File: src/rtl/life_engine.sv
//==============================================================================
// life_engine : Game-of-Life generation engine, one cell per clock per scan.
// Optional LIFE_WRAP_EN macro selects a toroidal grid instead of a dead border.
// Revision    : 1.0
//==============================================================================
`default_nettype none

module life_engine #(
  parameter int         X       = 8,
  parameter int         Y       = 8,
  parameter int         LOG2X   = 3,
  parameter int         LOG2Y   = 3,
  parameter logic [8:0] BIRTH   = 9'b000001000,
  parameter logic [8:0] SURVIVE = 9'b000001100
) (
  input  logic             clk,
  input  logic             reset,
  input  logic             step,
  input  logic             run,
  input  logic             key_flip,
  input  logic [LOG2X-1:0] cursor_x,
  input  logic [LOG2Y-1:0] cursor_y,
  input  logic [LOG2Y-1:0] disp_y,
  output logic [X-1:0]     row,
  output logic             busy,
  output logic             gen_done,
  output logic [15:0]      gen_count,
  output logic             alive
);

  localparam int N  = X * Y;
  localparam int CW = (N > 1) ? $clog2(N) : 1;

  typedef enum logic [1:0] {
    IDLE   = 2'd0,
    SCAN   = 2'd1,
    COMMIT = 2'd2
  } state_t;

  state_t             state_q, state_d;
  logic [N-1:0]       cur_q, cur_d;
  logic [N-1:0]       nxt_q, nxt_d;
  logic [LOG2X-1:0]   sx_q, sx_d;
  logic [LOG2Y-1:0]   sy_q, sy_d;
  logic [15:0]        gen_q, gen_d;
  logic               pend_q, pend_d;
  logic [LOG2X-1:0]   px_q, px_d;
  logic [LOG2Y-1:0]   py_q, py_d;

  logic [CW-1:0]      scan_idx;
  logic [CW-1:0]      flip_idx;
  logic [CW-1:0]      pend_idx;
  logic               flip_ok;
  logic [3:0]         nbr_cnt;
  logic               new_cell;

  always_comb begin
    scan_idx = CW'(int'(sy_q) * X + int'(sx_q));
    flip_idx = CW'(int'(cursor_y) * X + int'(cursor_x));
    pend_idx = CW'(int'(py_q) * X + int'(px_q));
    flip_ok  = key_flip && (int'(cursor_x) < X) && (int'(cursor_y) < Y);
  end

  // Live-neighbour count of the cell under the scan pointer, read from cur only.
  always_comb begin
    int nx;
    int ny;
    nbr_cnt = 4'd0;
    nx      = 0;
    ny      = 0;
    for (int dy = -1; dy <= 1; dy++) begin
      for (int dx = -1; dx <= 1; dx++) begin
        nx = int'(sx_q) + dx;
        ny = int'(sy_q) + dy;
`ifdef LIFE_WRAP_EN
        nx = (nx + X) % X;
        ny = (ny + Y) % Y;
        if (!(dx == 0 && dy == 0)) begin
          nbr_cnt = nbr_cnt + {3'b000, cur_q[CW'(ny * X + nx)]};
        end
`else
        if (!(dx == 0 && dy == 0) && nx >= 0 && nx < X && ny >= 0 && ny < Y) begin
          nbr_cnt = nbr_cnt + {3'b000, cur_q[CW'(ny * X + nx)]};
        end
`endif
      end
    end
    new_cell = cur_q[scan_idx] ? SURVIVE[nbr_cnt] : BIRTH[nbr_cnt];
  end

  always_comb begin
    state_d = state_q;
    cur_d   = cur_q;
    nxt_d   = nxt_q;
    sx_d    = sx_q;
    sy_d    = sy_q;
    gen_d   = gen_q;
    pend_d  = pend_q;
    px_d    = px_q;
    py_d    = py_q;

    case (state_q)
      IDLE: begin
        // A deferred flip owns this idle cycle; the scan starts one cycle later.
        if (pend_q) begin
          cur_d[pend_idx] = ~cur_q[pend_idx];
          pend_d          = 1'b0;
        end else begin
          if (flip_ok) begin
            cur_d[flip_idx] = ~cur_q[flip_idx];
          end
          if (step || run) begin
            state_d = SCAN;
            sx_d    = '0;
            sy_d    = '0;
          end
        end
      end
      SCAN: begin
        nxt_d[scan_idx] = new_cell;
        if (int'(sx_q) == X - 1) begin
          sx_d = '0;
          sy_d = sy_q + 1'b1;
        end else begin
          sx_d = sx_q + 1'b1;
        end
        if (scan_idx == CW'(N - 1)) begin
          state_d = COMMIT;
        end
      end
      COMMIT: begin
        cur_d   = nxt_q;
        gen_d   = gen_q + 16'd1;
        state_d = IDLE;
      end
      default: state_d = IDLE;
    endcase

    if (state_q != IDLE && flip_ok && !pend_q) begin
      pend_d = 1'b1;
      px_d   = cursor_x;
      py_d   = cursor_y;
    end
  end

  always_ff @(posedge clk or posedge reset) begin
    if (reset) begin
      state_q <= IDLE;
      cur_q   <= '0;
      nxt_q   <= '0;
      sx_q    <= '0;
      sy_q    <= '0;
      gen_q   <= '0;
      pend_q  <= 1'b0;
      px_q    <= '0;
      py_q    <= '0;
    end else begin
      state_q <= state_d;
      cur_q   <= cur_d;
      nxt_q   <= nxt_d;
      sx_q    <= sx_d;
      sy_q    <= sy_d;
      gen_q   <= gen_d;
      pend_q  <= pend_d;
      px_q    <= px_d;
      py_q    <= py_d;
    end
  end

  always_comb begin
    row = '0;
    if (int'(disp_y) < Y) begin
      for (int i = 0; i < X; i++) begin
        row[i] = cur_q[CW'(int'(disp_y) * X + i)];
      end
    end
    busy      = (state_q != IDLE);
    gen_done  = (state_q == COMMIT);
    gen_count = gen_q;
    alive     = |cur_q;
  end

endmodule

`default_nettype wire

File: config.mk
export PLATFORM = sky130hd
export DESIGN_NAME = life_engine
export DESIGN_NICKNAME = d
export VERILOG_FILES = /design/src/rtl/life_engine.sv
export SDC_FILE = /design/constraint.sdc
export NUM_CORES = 1
export LEC_CHECK = 0
export CORE_MARGIN = 2
export CORE_UTILIZATION = 44
export DETAILED_ROUTE_END_ITERATION = 6
export PLACE_DENSITY = 0.69
export SYNTH_ARGS = -nofsm -noshare
export SYNTH_HDL_FRONTEND = slang
export SYNTH_SLANG_ARGS = --single-unit
File: constraint.sdc
create_clock -name clk -period 17.9 [get_ports clk]
set_input_delay 5.37 -clock clk [delete_from_list [all_inputs] [get_ports clk]]
set_output_delay 5.37 -clock clk [all_outputs]
set_load 0.005 [all_outputs]
Yosys cells after proc, flatten, opt, wreduce, memory -nomap -nowiden. Memories as Yosys holds them, arrays and structs flattened. Cells that the tools add are included.

Register bits: 159. Bits of input ports: 14. Output and inout port bits: 27. Memories: 2. Memory bits (read-only): 32. Logic and storage cells: 214.

Memory list: (no name shown) (words 16, bits a word 1, rd ports 1, clocked after Yosys merged registers in 0, wr ports 0, line 88) `new_cell = cur_q[scan_idx] ? SURVIVE[nbr_cnt] : BIRTH[nbr_cnt];`; (no name shown) (words 16, bits a word 1, rd ports 1, clocked after Yosys merged registers in 0, wr ports 0, line 88).

Reductions and logical operators: 36. Eq/ne operators: 9. Muxes and demuxes: 89. Bitwise operators: 2. $add $sub $neg: 32. Magnitude comparators: 35.

Operator list (number): $bwmux W64 (3); $lt A6 B8 Y1 const B (16); $mux W64 (2); $pmux W64 S2 (1); $bmux W1 S6 (18); $reduce_or A64 Y1 (1); $mux W1 (44); $mux W4 (7); $add A4 B1 Y4 (6); $add A6 B3 Y6 const B (4); $logic_and A1 B1 Y1 (24); $lt A6 B7 Y1 const B (3); $add A6 B3 Y6 (3); $add A6 B4 Y6 (3); $add A6 B5 Y6 (3); $demux W1 S6 (3); $ge A6 B1 Y1 const B (3); $add A16 B1 Y16 const B (1); $add A6 B2 Y6 const B (2); $add A6 B6 Y6 (2); $mux W3 (4); $pmux W3 S2 (2); $add A4 B1 Y5 const B (2); $ge A5 B1 Y1 const B (2); other kinds (27) (44).

Logic depth before layout (Yosys ltp). Gate-level depths: netlist of the first run.

Depth after elaboration: 24. Depth in mapped cells: 41. Depth with buffers taken out: 36.

Worst setup path before layout of the first run. Ideal clock, no wire load.

Kind: in2out. Start: in disp_y[0]. End: out row[0]. Stages: 4. Data required time: 12530 ps. Buffers on the path: 2. Slack: 5409 ps. Arrival: 7121 ps. Cell sequence: clkbuf_1 > buf_1 > mux4_2 > mux2_2.

Cells in the longest elaborated chain, start to end: 3.

Ends and longest elaborated chain: from (decl) (line 23) `input logic [LOG2Y-1:0] disp_y,`; $bmux W1 S3 (line 174) `row[i] = cur_q[CW'(int'(disp_y) * X + i)];`; $mux W1 (not written as such) (2 in series) (line 174); to (decl) (line 24) `output logic [X-1:0] row,`.

Every way passes these cells. The select of a mux whose other input is x is not followed.

Final worst setup path of the first run.
Start: in disp_y[0]. End: out row[3].

Cells in the longest elaborated chain, start to end: 4.

Ends and longest elaborated chain (line): $add A6 B2 Y6 (174); $bmux W1 S6 (174); $mux W1 (not written as such) (2 in series) (174).

Every way passes these cells. The select of a mux whose other input is x is not followed.

==> impl_metrics.toml, run 1 <==
[cts]
cts_sinks = 159
h-tree-depth = 4
insertion_delay_ns = 0.44
cts_tree = "done"
cts_resized = 0
cts_hold_buf = 0
clockRootBuffer = "clkbuf_16"
cts_setup_buffers = 0
cts_buffers = 17
clk_pin_slew_ns = 0.07
cts.path.max_buffers = 2

[worst_setup_path]
r2r-start = "sx_q[1]"
r2r_slack_ns = 8.69
crit_required_ns = 12.53
arrival_ns = 7.82
start_kind = "input port"
worstRegToRegCells = 35
regToRegEndpoint = "nxt_q[4]"
critPathCaptureType = "output pin"
path_max_fanout = 16
crit_type = "in2out"

[synthesis]
ys_warn_count = 0
yosysTopAreaCellShare = 0.290
ys_ff_latch = 159
synth_cell_type_count = 83
synth_top_area_cell = "dfrtp_1"
synth-seq-area-share = 0.290
synth_ff_type = "dfrtp_1"
async_flop_share = 1.00
synth_area_um2 = 13700
syn_nets = 1511
synth_area_leaders = "dfrtp_1 29%, mux4_2 11%, mux2_2 5.8%"
postSynthAreaPerCell_um2 = 9.34
synth-edff-count = 0
synthCells = 1467

[cells_and_area]
drive_gt1_frac = 0.198
n_antenna_cell = 0
area_delta_synth_final_pct = 8.21
fillCellCount = 2813
fin_nets = 1452

[global_routing]
grt_pass1_vias = 12100
globalRouteOverflowTotal = 0
grt_pass1_wl_um = 75700
antenna_found_initial = 0
grt_max_degree = 78
grt_use_total = 0.300

[route]
route.detailed.drc = 0
drt_iter0_markers = 2228
wl_per_cell_um = 27.1
via_per_inst = 7.15
firstDrtPassIters = 6
antenna_left = 0
vias = 13000
routed_wl_um = 49200

[sta]
hold_viol = 0
setup_viol = 0
tightest_slew_ns = 1.22
relSlewSlack = 0.181
fin_tns_setup_ns = 0
grt_setup_unrepaired = "false"
skew_ns = 0.0141
slew_viol_final = 0
fin_crit_ns = 13.19
fin_crit_sh = 0.737
fmax_ghz = 0.0758

[die]
coreArea_um2 = 30700
die-area_um2 = 32600
die_w_um = 180
start_util = 0.447
die_height_um = 180
rows = 64
boundaryPins = 41

[run]
drv_cap = 0

[worst_hold_path]
hold_depth = 1
hp-start = "gen_count[15]"
min-delay-path-class = "reg2reg"
min_to = "gen_count[15]"

[run_status]
status = "complete, no violations"

[placement]
io_buffers = 40
hpwl_um = 33800
place_congestion = 0.971
-- kinds of logic after synthesis --
group / share of synthesized area
compound gates: 0.237
simple gates: 0.149
mux: 0.218
buf+inv: 0.0570
flops: 0.290
xor+xnor: 0.0198
fa+ha+maj: 0.0290
-- per-stage QoR --
step                       util  area, um^2  worst slack [ns]  hold WS, ns  cells
after floorplan               -       13700              5.41        0.448   1467
after global placement    0.465       14300              4.74        0.460   1785
after detailed placement  0.465       14300              4.67        0.460   1785
after CTS                 0.484       14800              4.67        0.474   1817
after global routing      0.484       14800              4.51        0.510   1817
final                     0.484       14800              4.71        0.475   1817
-- Yosys cell counts (8+ instances only) --
library cell	instances
a221oi_1	26
inv_1	29
nand4_1	9
nand3_1	37
nand2b_1	11
o31ai_1	10
nand3b_1	8
o21ai_0	28
nor4_1	17
a21oi_1	130
buf_1	12
nand2_1	126
and3_1	8
nor2b_1	14
mux2i_1	63
nor3_1	72
buf_2	16
ha_1	27
a211oi_1	8
or2_2	8
a31oi_1	71
o311ai_0	12
dfrtp_1	159
a31oi_2	40
a311oi_1	10
xor2_1	13
mux4_2	69
clkbuf_1	110
xnor2_1	18
mux2_2	70
o221ai_1	44
nor2_1	67
a22oi_1	10
and2_1	9
-- placed cells by master (no fill, tap or decap), drive strengths merged, types with 13 or more instances in the layout --
| master | instances |
|---|---|
| clkdlybuf4s50 | 40 |
| nor4 | 19 |
| mux4 | 69 |
| o221ai | 44 |
| nand2 | 127 |
| xor2 | 13 |
| nor2b | 14 |
| nor2 | 67 |
| clkbuf | 20 |
| a21oi | 130 |
| dfrtp | 159 |
| a221oi | 26 |
| mux2i | 63 |
| nor3 | 73 |
| buf | 31 |
| o21ai | 28 |
| xnor2 | 18 |
| nand3 | 38 |
| mux2 | 71 |
| inv | 35 |
| ha | 27 |
| a31oi | 111 |
-- metal layers --
metal	wire, um	track usage	share of wire
met5	0	0	0
met4	2790	0.144	0.057
met3	6110	0.0867	0.12
met2	20600	0.427	0.42
met1	19700	0.420	0.40
-- worst max path at each step --
stage	startpoint	to	slack [ns]	cells after the start
2_1_floorplan	disp_y[0]	row[0]	5.41	4
4_1_cts	disp_y[0]	row[3]	4.67	4
3_5_place_dp	disp_y[0]	row[3]	4.67	4
6_report	disp_y[0]	row[3]	4.71	4
3_3_place_gp	disp_y[0]	row[7]	4.74	4
5_1_grt	disp_y[0]	row[5]	4.51	4
-- flip-flops by register name, indices dropped and copies added, names as in the netlist --
name	flops
px_q	3
pend_q	1
cur_q	64
gen_count	16
sx_q	3
nxt_q	64
py_q	3
sy_q	3
state_q	2
-- layout make-up --
type                    instances  area, um^2  area share
multi-input cells            1123        9000       0.607
flip-flops and latches        159        3980       0.269
repair buffers                 71         633      0.0427
well taps                     396         495      0.0334
clock buffers                  20         437      0.0294
inverters                      36         143     0.00962
clock inverters                12         135     0.00911
-- critical path, stage by stage --
cell	delay [ns]
clkdlybuf4s50_1	1.10
mux4_2	0.61
mux2_2	0.28
clkdlybuf4s50_1	0.45
Power of run 1 is not shown: default switching activity piles up to over one toggle a cycle in this logic, so the estimate is an artifact.
==> run 2, diff against run 1 <==
Clock period 17.9 ns to 13.7 ns, I/O delays scaled along.
==> run 2 against run 1 <==
Worst hold slack lost 0.0073 ns. Flip-flop and latch count stayed put. Critical path depth is the same. Core utilization about the same. Clock skew about the same. Critical path type unchanged.
==> impl_metrics.toml, run 2 (synthesized netlist as in run 1, its figures left out) <==
[route]
routed_wl_um = 49600
antenna_left = 0
via_per_inst = 7.21
vias = 13100
firstDrtPassIters = 6
drt_iter0_markers = 2053
wl_per_cell_um = 27.3
route.detailed.drc = 0

[sta]
fmax_ghz = 0.0937
hold_viol = 0
whs_ns = 0.467
setup_viol = 0
skew_ns = 0.0138
relSlewSlack = 0.162
tightest_slew_ns = 1.25
grt_setup_unrepaired = "false"
finalWorstSetupSlack_ns = 3.03
fin_crit_ns = 10.67
fin_tns_setup_ns = 0
slew_viol_final = 0
fin_crit_sh = 0.779

[placement]
place_congestion = 1.00
io_buffers = 40
hpwl_um = 33700
pre_cts_ws_ns = 3.00

[die]
boundaryPins = 41
die_height_um = 180
coreArea_um2 = 30700
die_w_um = 180
die-area_um2 = 32600
start_util = 0.447
rows = 64

[cells_and_area]
area_delta_synth_final_pct = 8.19
mostFrequentLayoutCells = "157 x dfrtp_1, 130 x a21oi_1, 126 x nand2_1"
fin_nets = 1453
drive_gt1_frac = 0.200
layout_commonest_cell = "dfrtp_1"
n_antenna_cell = 0

[global_routing]
grt_pass1_wl_um = 76100
globalRouteOverflowTotal = 0
grt_pass1_vias = 12000
grt_max_degree = 82
antenna_found_initial = 0
grt_use_total = 0.301

[cts]
h-tree-depth = 4
cts_tree = "done"
cts_sinks = 159
cts_resized = 0
insertion_delay_ns = 0.43
clockRootBuffer = "clkbuf_16"
cts_setup_buffers = 0
cts_buffers = 17
cts.path.max_buffers = 2
cts_hold_buf = 0
clk_pin_slew_ns = 0.07

[worst_hold_path]
min-delay-path-class = "reg2reg"

[run]
drv_cap = 0

[worst_setup_path]
path_max_fanout = 16
crit_required_ns = 9.59
start_kind = "input port"
critPathCaptureType = "output pin"
arrival_ns = 6.56
crit_type = "in2out"

[run_status]
status = "complete, no violations"
[run 2: cell types whose count changed in the layout (fill, tap and decap cells not counted), sizes merged]
cell	before	now
bufinv	2	0
clkbuf	20	22
buf	31	32
clkinv	10	9
clkinvlp	1	2
[run 2: metrics by stage]
stage           util  instance area, um^2  cells
2_1_floorplan      -                13700   1467
3_3_place_gp   0.465                14300   1786
3_5_place_dp   0.465                14300   1786
4_1_cts        0.483                14800   1818
5_1_grt        0.483                14800   1818
6_report       0.483                14800   1818
[run 2: cell type report]
class	count	area, um^2
clock buffers	22	484
clock inverters	10	77.6
fillers	2866	15800
inverters	36	143
multi-input cells	1123	9000
flip-flops and latches	159	3980
well taps	396	495
repair buffers	72	641
[run 2: final timing paths]
check                              start             to  slack [ns]  depth (start not counted)
min in group asynchronous          reset  gen_count[11]        4.20                          2
max in group asynchronous          reset        sx_q[0]        7.93                          3
setup / recovery               disp_y[0]         row[3]        3.03                          4
hold reg to reg            gen_count[15]  gen_count[15]        0.47                          1
hold / removal             gen_count[15]  gen_count[15]        0.47                          1
setup reg to reg                 sx_q[1]      nxt_q[12]        4.66                         34
[run 2: critical path, cell delays in order]
cell             delay [ns]
clkdlybuf4s50_1        1.11
mux4_2                 0.61
mux2_2                 0.27
clkdlybuf4s50_1        0.45
[run 2: routing by layer]
metal | part of all wire | GRT usage
met1 | 0.40 | 0.413
met2 | 0.43 | 0.441
met3 | 0.13 | 0.0920
met4 | 0.045 | 0.125
met5 | 0 | 0
Power of run 2 is left out for the same reason.
